$ cat src/rtl/out_addr_seq.sv
`timescale 1ns/1ps
// -----------------------------------------------------------------------------
// out_addr_seq
//
// Output address sequencer for the kernel datapath. Every completed kernel
// window (k_fin pulse) schedules one "sweep". A sweep emits od channel write
// addresses oa = ct*os + wi (ct = 0..od-1, wi = current window index) under a
// valid/ready handshake. Up to PEND sweeps (active + queued) are tracked.
// When the queue is full, a further k_fin is dropped and the sticky ovf flag
// is set.
//
// Optional feature (compile-time macro OUT_SEQ_LAST_EN):
//   defined   -> extra output out_last marks the final beat of a frame
//                (ct == od-1 and wi == os-1).
//   undefined -> port and frame-end logic are absent.
//
// Parameters
//   CW   channel-count width (od)
//   SW   spatial-size width (os, wi)
//   AW   output address width
//   PEND max outstanding sweeps, 1..7
//
// Ports
//   clk      in   clock
//   rst_n    in   asynchronous active-low reset
//   s_init   in   frame start: window index back to 0, clears ovf
//   k_fin    in   one window complete (ignored while od == 0)
//   od       in   channels per sweep, static while running
//   os       in   windows per frame, static while running (0 acts as 1)
//   o_ready  in   output buffer accepts the presented address
//   outr     out  oa valid
//   oa       out  output address
//   update   out  one-cycle pulse in the first outr cycle of each sweep
//   out_busy out  queue full
//   ovf      out  sticky: a k_fin was dropped while the queue was full
//   out_last out  (OUT_SEQ_LAST_EN only) final beat of a frame
// -----------------------------------------------------------------------------
module out_addr_seq #(
    parameter int CW   = 4,
    parameter int SW   = 10,
    parameter int AW   = 12,
    parameter int PEND = 2
) (
    input  logic          clk,
    input  logic          rst_n,
    input  logic          s_init,
    input  logic          k_fin,
    input  logic [CW-1:0] od,
    input  logic [SW-1:0] os,
    input  logic          o_ready,
    output logic          outr,
    output logic [AW-1:0] oa,
    output logic          update,
    output logic          out_busy,
    output logic          ovf
`ifdef OUT_SEQ_LAST_EN
    ,
    output logic          out_last
`endif
);

    localparam int QW = 3;
    localparam int PW = CW + SW;

    typedef enum logic {
        IDLE = 1'b0,
        RUN  = 1'b1
    } state_t;

    state_t        state_reg, state_next;
    logic [CW-1:0] ct_reg, ct_next;
    logic [SW-1:0] wi_reg, wi_next;
    logic          init_pend_reg, init_pend_next;
    logic [QW-1:0] q_reg, q_next;
    logic          ovf_reg, ovf_next;
    logic          update_reg, update_next;
    logic [AW-1:0] oa_reg, oa_next;

    logic [SW-1:0] os_eff;
    logic [SW-1:0] wi_adv;
    logic [CW-1:0] od_last;
    logic          beat;
    logic          last_beat;
    logic          kf;
    logic          accept;
    logic          drop;
    logic [PW-1:0] addr_full;

    // A frame of zero windows behaves like a single window, so wi stays 0.
    assign os_eff  = (os == '0) ? SW'(1) : os;
    assign od_last = od - CW'(1);
    assign wi_adv  = (wi_reg == os_eff - SW'(1)) ? '0 : wi_reg + SW'(1);

    assign beat      = (state_reg == RUN) && o_ready;
    assign last_beat = beat && (ct_reg == od_last);
    assign kf        = k_fin && (od != '0);

    // A completing sweep frees its slot in the same cycle, so a k_fin that
    // arrives while full is still taken if the active sweep finishes now.
    assign accept = kf && ((q_reg < QW'(PEND)) || last_beat);
    assign drop   = kf && (q_reg == QW'(PEND)) && !last_beat;

    always_comb begin
        q_next = q_reg;
        case ({accept, last_beat})
            2'b10:   q_next = q_reg + QW'(1);
            2'b01:   q_next = q_reg - QW'(1);
            default: q_next = q_reg;
        endcase
    end

    // A drop in the same cycle as a frame start belongs to the new frame.
    assign ovf_next = drop || (ovf_reg && !s_init);

    always_comb begin
        state_next     = state_reg;
        ct_next        = ct_reg;
        wi_next        = wi_reg;
        init_pend_next = init_pend_reg;
        update_next    = 1'b0;
        case (state_reg)
            IDLE: begin
                if (s_init) begin
                    wi_next = '0;
                end
                if (q_reg != '0) begin
                    state_next  = RUN;
                    ct_next     = '0;
                    update_next = 1'b1;
                end
            end
            RUN: begin
                // The running sweep keeps its window index; a frame start
                // seen mid-sweep is remembered and applied when it ends.
                if (s_init) begin
                    init_pend_next = 1'b1;
                end
                if (beat) begin
                    if (last_beat) begin
                        ct_next        = '0;
                        wi_next        = (s_init || init_pend_reg) ? '0 : wi_adv;
                        init_pend_next = 1'b0;
                        if (q_next != '0) begin
                            update_next = 1'b1;
                        end else begin
                            state_next = IDLE;
                        end
                    end else begin
                        ct_next = ct_reg + CW'(1);
                    end
                end
            end
            default: begin
                state_next = IDLE;
            end
        endcase
    end

    // Address is registered from the next-cycle ct/wi so oa lines up with
    // the counters it describes; the full-width sum cannot overflow CW+SW.
    assign addr_full = PW'(ct_next) * PW'(os_eff) + PW'(wi_next);
    assign oa_next   = AW'(addr_full);

    always_ff @(posedge clk or negedge rst_n) begin
        if (!rst_n) begin
            state_reg     <= IDLE;
            ct_reg        <= '0;
            wi_reg        <= '0;
            init_pend_reg <= 1'b0;
            q_reg         <= '0;
            ovf_reg       <= 1'b0;
            update_reg    <= 1'b0;
            oa_reg        <= '0;
        end else begin
            state_reg     <= state_next;
            ct_reg        <= ct_next;
            wi_reg        <= wi_next;
            init_pend_reg <= init_pend_next;
            q_reg         <= q_next;
            ovf_reg       <= ovf_next;
            update_reg    <= update_next;
            oa_reg        <= oa_next;
        end
    end

    assign outr     = (state_reg == RUN);
    assign oa       = oa_reg;
    assign update   = update_reg;
    assign out_busy = (q_reg == QW'(PEND));
    assign ovf      = ovf_reg;

`ifdef OUT_SEQ_LAST_EN
    logic out_last_reg;
    logic out_last_next;

    assign out_last_next = (state_next == RUN) && (ct_next == od_last) &&
                           (wi_next == os_eff - SW'(1));

    always_ff @(posedge clk or negedge rst_n) begin
        if (!rst_n) begin
            out_last_reg <= 1'b0;
        end else begin
            out_last_reg <= out_last_next;
        end
    end

    assign out_last = out_last_reg;
`endif

endmodule

$ cat config.mk
export PLATFORM = sky130hd
export DESIGN_NAME = out_addr_seq
export DESIGN_NICKNAME = d
export VERILOG_FILES = /design/src/rtl/out_addr_seq.sv
export SDC_FILE = /design/constraint.sdc
export NUM_CORES = 1
export LEC_CHECK = 0
export BUFFER_PORTS_ARGS = -buffer_cell sky130_fd_sc_hd__buf_2
export CORE_MARGIN = 5
export CORE_UTILIZATION = 58
export DETAILED_ROUTE_END_ITERATION = 16
export PLACE_DENSITY_LB_ADDON = 0.08
export RECOVER_POWER = 100
export SYNTH_ARGS = -nofsm -noshare
export SYNTH_HDL_FRONTEND = slang
export SYNTH_SLANG_ARGS = --single-unit
$ cat constraint.sdc
create_clock -name clk -period 13.5 [get_ports clk]
set_input_delay 1.35 -clock clk [delete_from_list [all_inputs] [get_ports clk]]
set_output_delay 1.35 -clock clk [all_outputs]
set_load 0.1 [all_outputs]
Word level (Yosys, flattened, before mapping) --
Index checks and enable logic that the tools add are counted.
Operators by class: equality and inequality tests 5, $add $sub $neg 7, order comparisons 1, muxes and demuxes 23, bitwise operators 1, reduce and logical (&&, ||, !) cells 16, multiply operators 1
Operator list (count):
- 10-bit two-way mux | 6
- 10-bit one-hot mux with 2 select lines | 1
- 12-bit by 10-bit adder with 12-bit output | 1
- 4-bit by 10-bit multiplier with 12-bit output | 1
- 4-bit two-way mux | 3
- 10-bit by 1-bit adder with 10-bit output (second input constant) | 1
- 10-bit equality test | 1
- 10-bit logical NOT | 1
- 10-bit by 1-bit subtractor with 10-bit output (second input constant) | 1
- 1-bit two-way mux | 9
- 4-bit one-hot mux with 2 select lines | 1
- 1-bit logical AND | 7
- 3-bit one-hot mux with 2 select lines | 1
- 3-bit nonzero test | 2
- 4-bit by 1-bit adder with 4-bit output (second input constant) | 1
- 4-bit equality test | 1
- 1-bit one-hot mux with 2 select lines | 2
- 4-bit nonzero test | 1
- 4-bit by 1-bit subtractor with 4-bit output (second input constant) | 1
- 3-bit by 1-bit adder with 3-bit output (second input constant) | 1
- 3-bit by 2-bit equality test with 1-bit output (second input constant) | 1
- 1-bit logical OR | 3
- 3-bit by 2-bit < comparator with 1-bit output (second input constant) | 1
- 3-bit by 1-bit subtractor with 3-bit output (second input constant) | 1
- other kinds (4) | 5
Storage, ports and cells: output and inout port bits 16, register bits 33, word-level logic and storage cells 62, bits of input ports 19

Depth between registers and ports, before layout --
Gate-level depths: netlist (run 1).
depth after elaboration 12, gate-level depth with buffers 23, mapped depth without buffers 21

Worst setup path before layout (run 1) --
Ideal clock, no wire load.
kind in2reg, from input port os[7], to register oa_reg[10] (netlist: oa[10]), required time 13429 ps, path slack 7601 ps, path buffers 2, stages on the path 21, data arrival time 5829 ps, setup time 71 ps, cell sequence clkbuf_2 nor4_4 a31oi_2 ha_1 or4b_4 nor4_2 xnor2_1 a2111oi_2 o311a_1 buf_6 a211oi_1 a21o_1 fa_1 ha_1 a21o_1 a21oi_1 o21bai_1 a21oi_1 o21ai_0 or4_1 nand4_1
On the way: longest elaborated chain between the ends 10, elaborated cells on any way between the ends 11, those cells by class add/sub (2); mul (1); eq/ne (1); mux (6); reduce/logical (1)
RTL lines:
- start, declared | RTL line 49 | input logic [SW-1:0] os,
- 10-bit logical NOT | RTL line 90 | assign os_eff = (os == '0) ? SW'(1) : os;
- 10-bit two-way mux * | RTL line 90
- 10-bit by 1-bit subtractor with 10-bit output * | RTL line 92 | assign wi_adv = (wi_reg == os_eff - SW'(1)) ? '0 : wi_reg + SW'(1);
- 10-bit equality test * | RTL line 92
- 10-bit two-way mux * | RTL line 92
- 10-bit two-way mux * | RTL line 141 | wi_next = (s_init || init_pend_reg) ? '0 : wi_adv;
- 10-bit two-way mux * | RTL line 139 | if (last_beat) begin
- 10-bit two-way mux * | RTL line 138 | if (beat) begin
- 10-bit one-hot mux with 2 select lines * | RTL line 121 | case (state_reg)
- via wi_next[2] | RTL line 72 | logic [SW-1:0] wi_reg, wi_next;
- 12-bit by 10-bit adder with 12-bit output * | RTL line 161 | assign addr_full = PW'(ct_next) * PW'(os_eff) + PW'(wi_next);
- via addr_full[10] | RTL line 87 | logic [PW-1:0] addr_full;
- end signal, assigned | RTL line 182 | oa_reg <= oa_next;
- end, declared | RTL line 77 | logic [AW-1:0] oa_reg, oa_next;
The timed path passes the listed nets; every way through them passes the cells marked *. A chain may end at the register's enable or synchronous reset.

Worst setup path in the final report (run 1) --
from input port os[6], to register oa_reg[10] (netlist: oa[10])
On the way: longest elaborated chain between the ends 10, elaborated cells on any way between the ends 11, those cells by class add/sub (2); mul (1); eq/ne (1); mux (6); reduce/logical (1)
RTL lines (RTL line):
- 10-bit logical NOT | 90
- 10-bit two-way mux * | 90
- 10-bit by 1-bit subtractor with 10-bit output | 92
- 10-bit equality test | 92
- 10-bit two-way mux | 92
- 10-bit two-way mux | 141
- 10-bit two-way mux | 139
- 10-bit two-way mux | 138
- 10-bit one-hot mux with 2 select lines | 121
- 12-bit by 10-bit adder with 12-bit output * | 161
- via addr_full[10] | 87
Marks and branches as above.

==> results.json, run 1 <==
{
  "hold_class": "flip-flop to flip-flop",
  "fin_setup_tns_ps": 0,
  "finClkSkew_ps": 8.57,
  "crit_family": "compound AO/OA/AOI/OAI gates",
  "failed_checks": "max-capacitance violations, max-slew violations",
  "clk_latency_ps": 290,
  "utilization_pct": 62.5,
  "syn_inst": 348,
  "synth-edff-count": 0,
  "postPlaceCellArea_um2": 3430,
  "path_max_fanout": 10,
  "drt_iter0_drc": 137,
  "final_cell_mix": "nand2_1, inv_1, dfrtp_1, fa_1, ha_1",
  "viasPerCell": 5.67,
  "drive_gt1_share_pct": 8.65,
  "rr_startpoint": "outr",
  "synthFlopType": "dfrtp_1",
  "cpPeakStageDelay_ps": 520,
  "core_um2": 5510,
  "synth_top_family_by_area": "adder cells",
  "clkTransAtPathRegs_ps": 70,
  "die_w_um": 85.3,
  "grt-ovfl-total": 0,
  "post_cts_resize_count": 0,
  "netlist_area_um2": 3290,
  "dp_hpwl_mm": 5.47,
  "setup_viol": 0,
  "synth_cell_type_count": 57,
  "cts_root_buffer": "clkbuf_8",
  "diodes": 0,
  "synthMuxAreaShare_pct": 0.685,
  "fin_ws_ps": 6660,
  "cp_cell_sequence": "clkbuf_1, nor4_1, a31oi_1, ha_1, or4b_1, nor4_1, xnor2_1, a2111oi_0, o311a_1, nor2_1, a221oi_1, fa_1, inv_1, ha_1, a21oi_1, o21bai_1, a21oi_1, o21ai_0, or4_1, nand4_1",
  "largest_reg_flops": 12,
  "syn_to_final_growth_pct": 4.64,
  "relSlewSlack_pct": -21.1,
  "grt_pass1_vias": 2435,
  "initial_core_util_pct": 59.7,
  "cp_num_buf_inv": 2,
  "critPathArrivalTime_ps": 7070,
  "cts_max_path_buffers": 2,
  "gp_congestion": 0.925,
  "synth.ff_latch_count": 33,
  "ys_warn_count": 0,
  "path_class": "input port to flip-flop",
  "dieArea_um2": 7280,
  "mostFrequentLayoutCell": "nand2_1",
  "hold_buffers": 0,
  "grt_max_degree": 34,
  "fin_crit_ps": 6840,
  "wire_per_inst_um": 15.8,
  "vias": 2505,
  "port_buffers": 34,
  "first_pass_iters": 4,
  "timing.fmax_ghz": 0.146,
  "tightestPinTransition_ps": 1820,
  "status": "complete, but fails checks",
  "final_hold_viol_count": 0,
  "antenna_found_initial": 0,
  "crit_path_start_kind": "input port",
  "slew_viol_final": 34,
  "post-place-ws_ps": 6840,
  "wl_mm": 6.99,
  "synth.net_count": 414,
  "io-pin-count": 35,
  "stdcell_area_um2": 3440,
  "cp_data_required_time_ps": 13720,
  "synth-seq-area-share_pct": 25.1,
  "drc": 0,
  "endpoint_kind": "flip-flop",
  "grt_util_all_layers_pct": 20.5,
  "drtAntennaViolNets": 0,
  "min_from": "init_pend_reg",
  "cts_buffers": 5,
  "startpoint": "os[6]",
  "htree_levels": 2,
  "synth_xor_xnor_area_share_pct": 9.74,
  "period_share_pct": 50.7,
  "cts_tree": "done",
  "cts_sinks": 33,
  "yosys.area_share.simple_pct": 20.7,
  "rows": 27,
  "post_cts_buffers": 0,
  "final_nets": 436,
  "rsz0062_at_grt": "false",
  "die-height_um": 85.3,
  "max_cap_viol_count": 1,
  "slowest_stage": "o311a_1",
  "synthAdderAreaFrac_pct": 23.6,
  "synthArstFlopShare_pct": 100,
  "synth.avg_cell_area_um2": 9.45,
  "synth-compound-area-share_pct": 12.7,
  "grt_pass1_wl_mm": 11.9
}
## cell type report
class | instances | area (um2)
repair buffers | 34 | 146
clock buffers | 7 | 86.3
well taps | 72 | 90.1
flip-flops and latches | 33 | 826
fillers | 495 | 2070
multi-input cells | 262 | 2160
inverters | 34 | 128
## cells in the mapped netlist (4+ instances only)
| master | instances | area [um2] |
|---|---|---|
| or3_1 | 5 | 31.3 |
| nand3_1 | 8 | 40.0 |
| clkbuf_1 | 10 | 37.5 |
| ha_1 | 22 | 275 |
| a21oi_1 | 10 | 50.1 |
| and2_1 | 16 | 100 |
| inv_1 | 34 | 128 |
| nand4_1 | 4 | 25.0 |
| a21o_1 | 4 | 30.0 |
| xnor2_1 | 20 | 175 |
| a221o_1 | 6 | 60.1 |
| fa_1 | 25 | 500 |
| nand2_1 | 38 | 143 |
| nor3_1 | 12 | 60.1 |
| o21ai_0 | 7 | 35.0 |
| dfrtp_1 | 33 | 826 |
| buf_6 | 4 | 45.0 |
| nor2_1 | 17 | 63.8 |
| xor2_1 | 14 | 123 |
## routing by layer
| metal | global-route usage, % | vias up | routed length, um |
|---|---|---|---|
| li1 | - | 1228 | - |
| met1 | 28.5 | 1220 | 3140 |
| met2 | 32.6 | 50 | 3440 |
| met3 | 3.59 | 7 | 306 |
| met4 | 6.47 | 0 | 95 |
| met5 | 0 | - | 0 |
## metrics by stage
step / instances / hold WS [ps]
6_report: 442 / 518
2_1_floorplan: 348 / 456
3_3_place_gp: 435 / 467
3_5_place_dp: 435 / 504
4_1_cts: 442 / 520
5_1_grt: 442 / 533
## kinds of logic (layout without fill, tap and decap cells)
family                     Yosys count  in the layout
adders and majority gates           47             47
buffers and inverters               53             75
muxes                                2              2
DFF                                 33             33
and+or+nand+nor                    124            124
xor gates and xnor gates            35             35
AOI/OAI and AO/OA                   54             54
## final timing paths
check	depth (start not counted)	slack, ps	endpoint
worst max register to register	15	7720	oa[10]
worst max-delay path	20	6660	oa[10]
worst min register to register	2	520	init_pend_reg
min in group asynchronous	1	1550	oa[4]
worst min-delay path	2	520	init_pend_reg
max in group asynchronous	1	10900	q_reg[0]
## worst min-delay path: cells and delay by family (launching register included)
kind | cells | cell delay, ps
DFF | 1 | 350
AOI/OAI and AO/OA | 1 | 40
and+or+nand+nor | 1 | 80
Power of run 1 is not shown: default switching activity piles up to over one toggle a cycle in this logic, so the estimate is an artifact.
==> run 2, diff against run 1 <==
--- a/config.mk
+++ b/config.mk
@@ -5,6 +5,7 @@
 export SDC_FILE = /design/constraint.sdc
 export NUM_CORES = 1
 export LEC_CHECK = 0
+export ABC_AREA = 1
 export BUFFER_PORTS_ARGS = -buffer_cell sky130_fd_sc_hd__buf_2
 export CORE_MARGIN = 5
 export CORE_UTILIZATION = 58
==> constraint.sdc (replaced) <==
create_clock -name clk -period 6.8 [get_ports clk]
set_input_delay 0.68 -clock clk [delete_from_list [all_inputs] [get_ports clk]]
set_output_delay 0.68 -clock clk [all_outputs]
set_load 0.1 [all_outputs]
==> run 2 against run 1 <==
Net effect: the flow still finishes with violations (max-capacitance violations, max-slew violations); cell count is 35% higher; sequential share of layout area decreased by 2.1 points; non-clock buffer count is the same; via count up 24%; critical path depth is 5 higher; core utilization up 1.3 points; critical endpoint is now oa[9].
==> results.json, run 2 <==
{
  "status": "complete, but fails checks",
  "failed_checks": "max-capacitance violations, max-slew violations",
  "final_nets": 587,
  "dp_cells": 589,
  "initial_core_util_pct": 59.7,
  "crit_path_start_kind": "input port",
  "path_class": "input port to flip-flop",
  "ys_top_cells_by_area": "dfrtp_1, nand2_1, fa_1, inv_1, ha_1",
  "hold_class": "flip-flop to flip-flop",
  "dieArea_um2": 7750,
  "crit_family": "adder cells",
  "netlist_top_cells_count": "nand2_1, inv_1, nor2_1",
  "grt_util_all_layers_pct": 23.2,
  "slew_viol_final": 34,
  "path_max_fanout": 18,
  "timing.fmax_ghz": 0.178,
  "relSlewSlack_pct": -26.6,
  "cts_max_path_buffers": 2,
  "fin_cells": 597,
  "drive_gt1_share_pct": 6.90,
  "cpPeakStageDelay_ps": 570,
  "synth.avg_cell_area_um2": 7.21,
  "cp_num_buf_inv": 5,
  "synth-edff-count": 0,
  "cts_buffers": 5,
  "hold_buffers": 0,
  "grt_max_degree": 34,
  "period_share_pct": 82.8,
  "ys_warn_count": 0,
  "fin_setup_tns_ps": 0,
  "syn_to_final_growth_pct": 6.87,
  "grt-ovfl-total": 0,
  "rsz0062_at_grt": "false",
  "wl_mm": 8.07,
  "post_cts_buffers": 0,
  "synth_top_area_cell": "dfrtp_1",
  "core_um2": 5920,
  "die-height_um": 88.1,
  "clk_latency_ps": 290,
  "drc": 0,
  "drt_iter0_drc": 153,
  "cts_tree": "done",
  "max_cap_viol_count": 1,
  "diodes": 0,
  "fin_crit_ps": 5630,
  "synth.net_count": 556,
  "vias": 3104,
  "synth_cell_type_count": 42,
  "cp_data_required_time_ps": 6970,
  "clkTransAtPathRegs_ps": 80,
  "viasPerCell": 5.20,
  "port_buffers": 34,
  "antenna_found_initial": 0,
  "cts_root_buffer": "clkbuf_8",
  "htree_levels": 2,
  "first_pass_iters": 5,
  "grt_pass1_wl_mm": 13.9,
  "synthFlopType": "dfrtp_1",
  "rows": 28,
  "wire_per_inst_um": 13.5,
  "finClkSkew_ps": 7.69,
  "final_cell_mix": "nand2_1, inv_1, nor2_1, dfrtp_1, fa_1",
  "drtAntennaViolNets": 0,
  "endpoint_kind": "flip-flop",
  "tightestPinTransition_ps": 1900,
  "die_w_um": 88.1,
  "grt_pass1_vias": 3098,
  "syn_inst": 490,
  "yosysMostFrequentCell": "nand2_1",
  "gp_congestion": 0.886,
  "synth-seq-area-share_pct": 23.4,
  "synth.ff_latch_count": 33,
  "cts_sinks": 33,
  "yosysTopAreaCellShare_pct": 23.4,
  "largest_reg_flops": 12,
  "io-pin-count": 35,
  "mostFrequentLayoutCell": "nand2_1",
  "netlist_area_um2": 3530,
  "final_hold_viol_count": 0,
  "critPathArrivalTime_ps": 5800,
  "slowest_stage": "fa_1",
  "dp_hpwl_mm": 6.61,
  "post_cts_resize_count": 0,
  "setup_viol": 0,
  "synthArstFlopShare_pct": 100
}
## run 2: changes by cell type in the layout (fill, tap and decap cells not counted), sizes merged, moves of 4 or more
| cell | previous run | this run |
|---|---|---|
| nand2 | 38 | 147 |
| inv | 34 | 82 |
| nor2 | 18 | 61 |
| and2 | 17 | 0 |
| nand3 | 8 | 24 |
| nor3 | 15 | 5 |
| a21oi | 10 | 19 |
| xnor2 | 20 | 12 |
| a221o | 6 | 0 |
| or3 | 5 | 0 |
| nand3b | 0 | 4 |
| nor4 | 6 | 2 |
## run 2: worst register-to-register path: cells and delay by family, from the launching register on
kind	cells	cell delay, ps
xor gates and xnor gates	1	150
adders and majority gates	4	1930
AOI/OAI and AO/OA	6	1160
DFF	1	780
and+or+nand+nor	8	1080
buffers and inverters	3	370
## run 2: final cells by class
type | count | area [um2]
fillers | 569 | 2140
inverters | 82 | 308
multi-input cells | 365 | 2320
clock buffers | 7 | 76.3
well taps | 75 | 93.8
clock inverters | 1 | 7.51
repair buffers | 34 | 146
flip-flops and latches | 33 | 826
## run 2: logic make-up (layout without fill, tap and decap cells)
logic type | after synthesis | count (layout) | synth area share [%]
AND/OR/NAND/NOR | 249 | 249 | 30.3
buffers and inverters | 92 | 124 | 10.1
adder cells (fa/ha/maj) | 47 | 47 | 22.0
AO/OA/AOI/OAI | 40 | 40 | 7.01
flip-flops | 33 | 33 | 23.4
XOR/XNOR | 28 | 28 | 6.94
multiplexers | 1 | 1 | 0.319
## run 2: worst paths after layout
check | start | to | slack (ps) | depth (start not counted)
hold reg to reg | ovf | ovf | 510 | 1
hold / removal | ovf | ovf | 510 | 1
min in group asynchronous | rst_n | oa[1] | 910 | 1
setup / recovery | od[0] | oa[9] | 1170 | 25
setup reg to reg | outr | oa[9] | 1220 | 22
max in group asynchronous | rst_n | oa[5] | 4800 | 1
## run 2: per-stage QoR
stage / utilization, % / setup WS, ps / hold slack [ps] / area (um2)
final: 63.8 / 1170 / 507 / 3780
after global routing: 63.8 / 620 / 534 / 3780
after CTS: 64.8 / 1520 / 503 / 3830
after detailed placement: 63.3 / 1230 / 495 / 3750
after global placement: 63.3 / 1360 / 466 / 3750
after floorplan: - / 1890 / 384 / 3530
## run 2: metal layers
metal / wire, um / share of wire (%) / global-route usage, %
met5: 0 / 0 / 0
met4: 133 / 1.6 / 6.32
met3: 394 / 4.9 / 5.08
met2: 4100 / 51 / 41.0
met1: 3450 / 43 / 28.7
Power of run 2 is left out for the same reason.
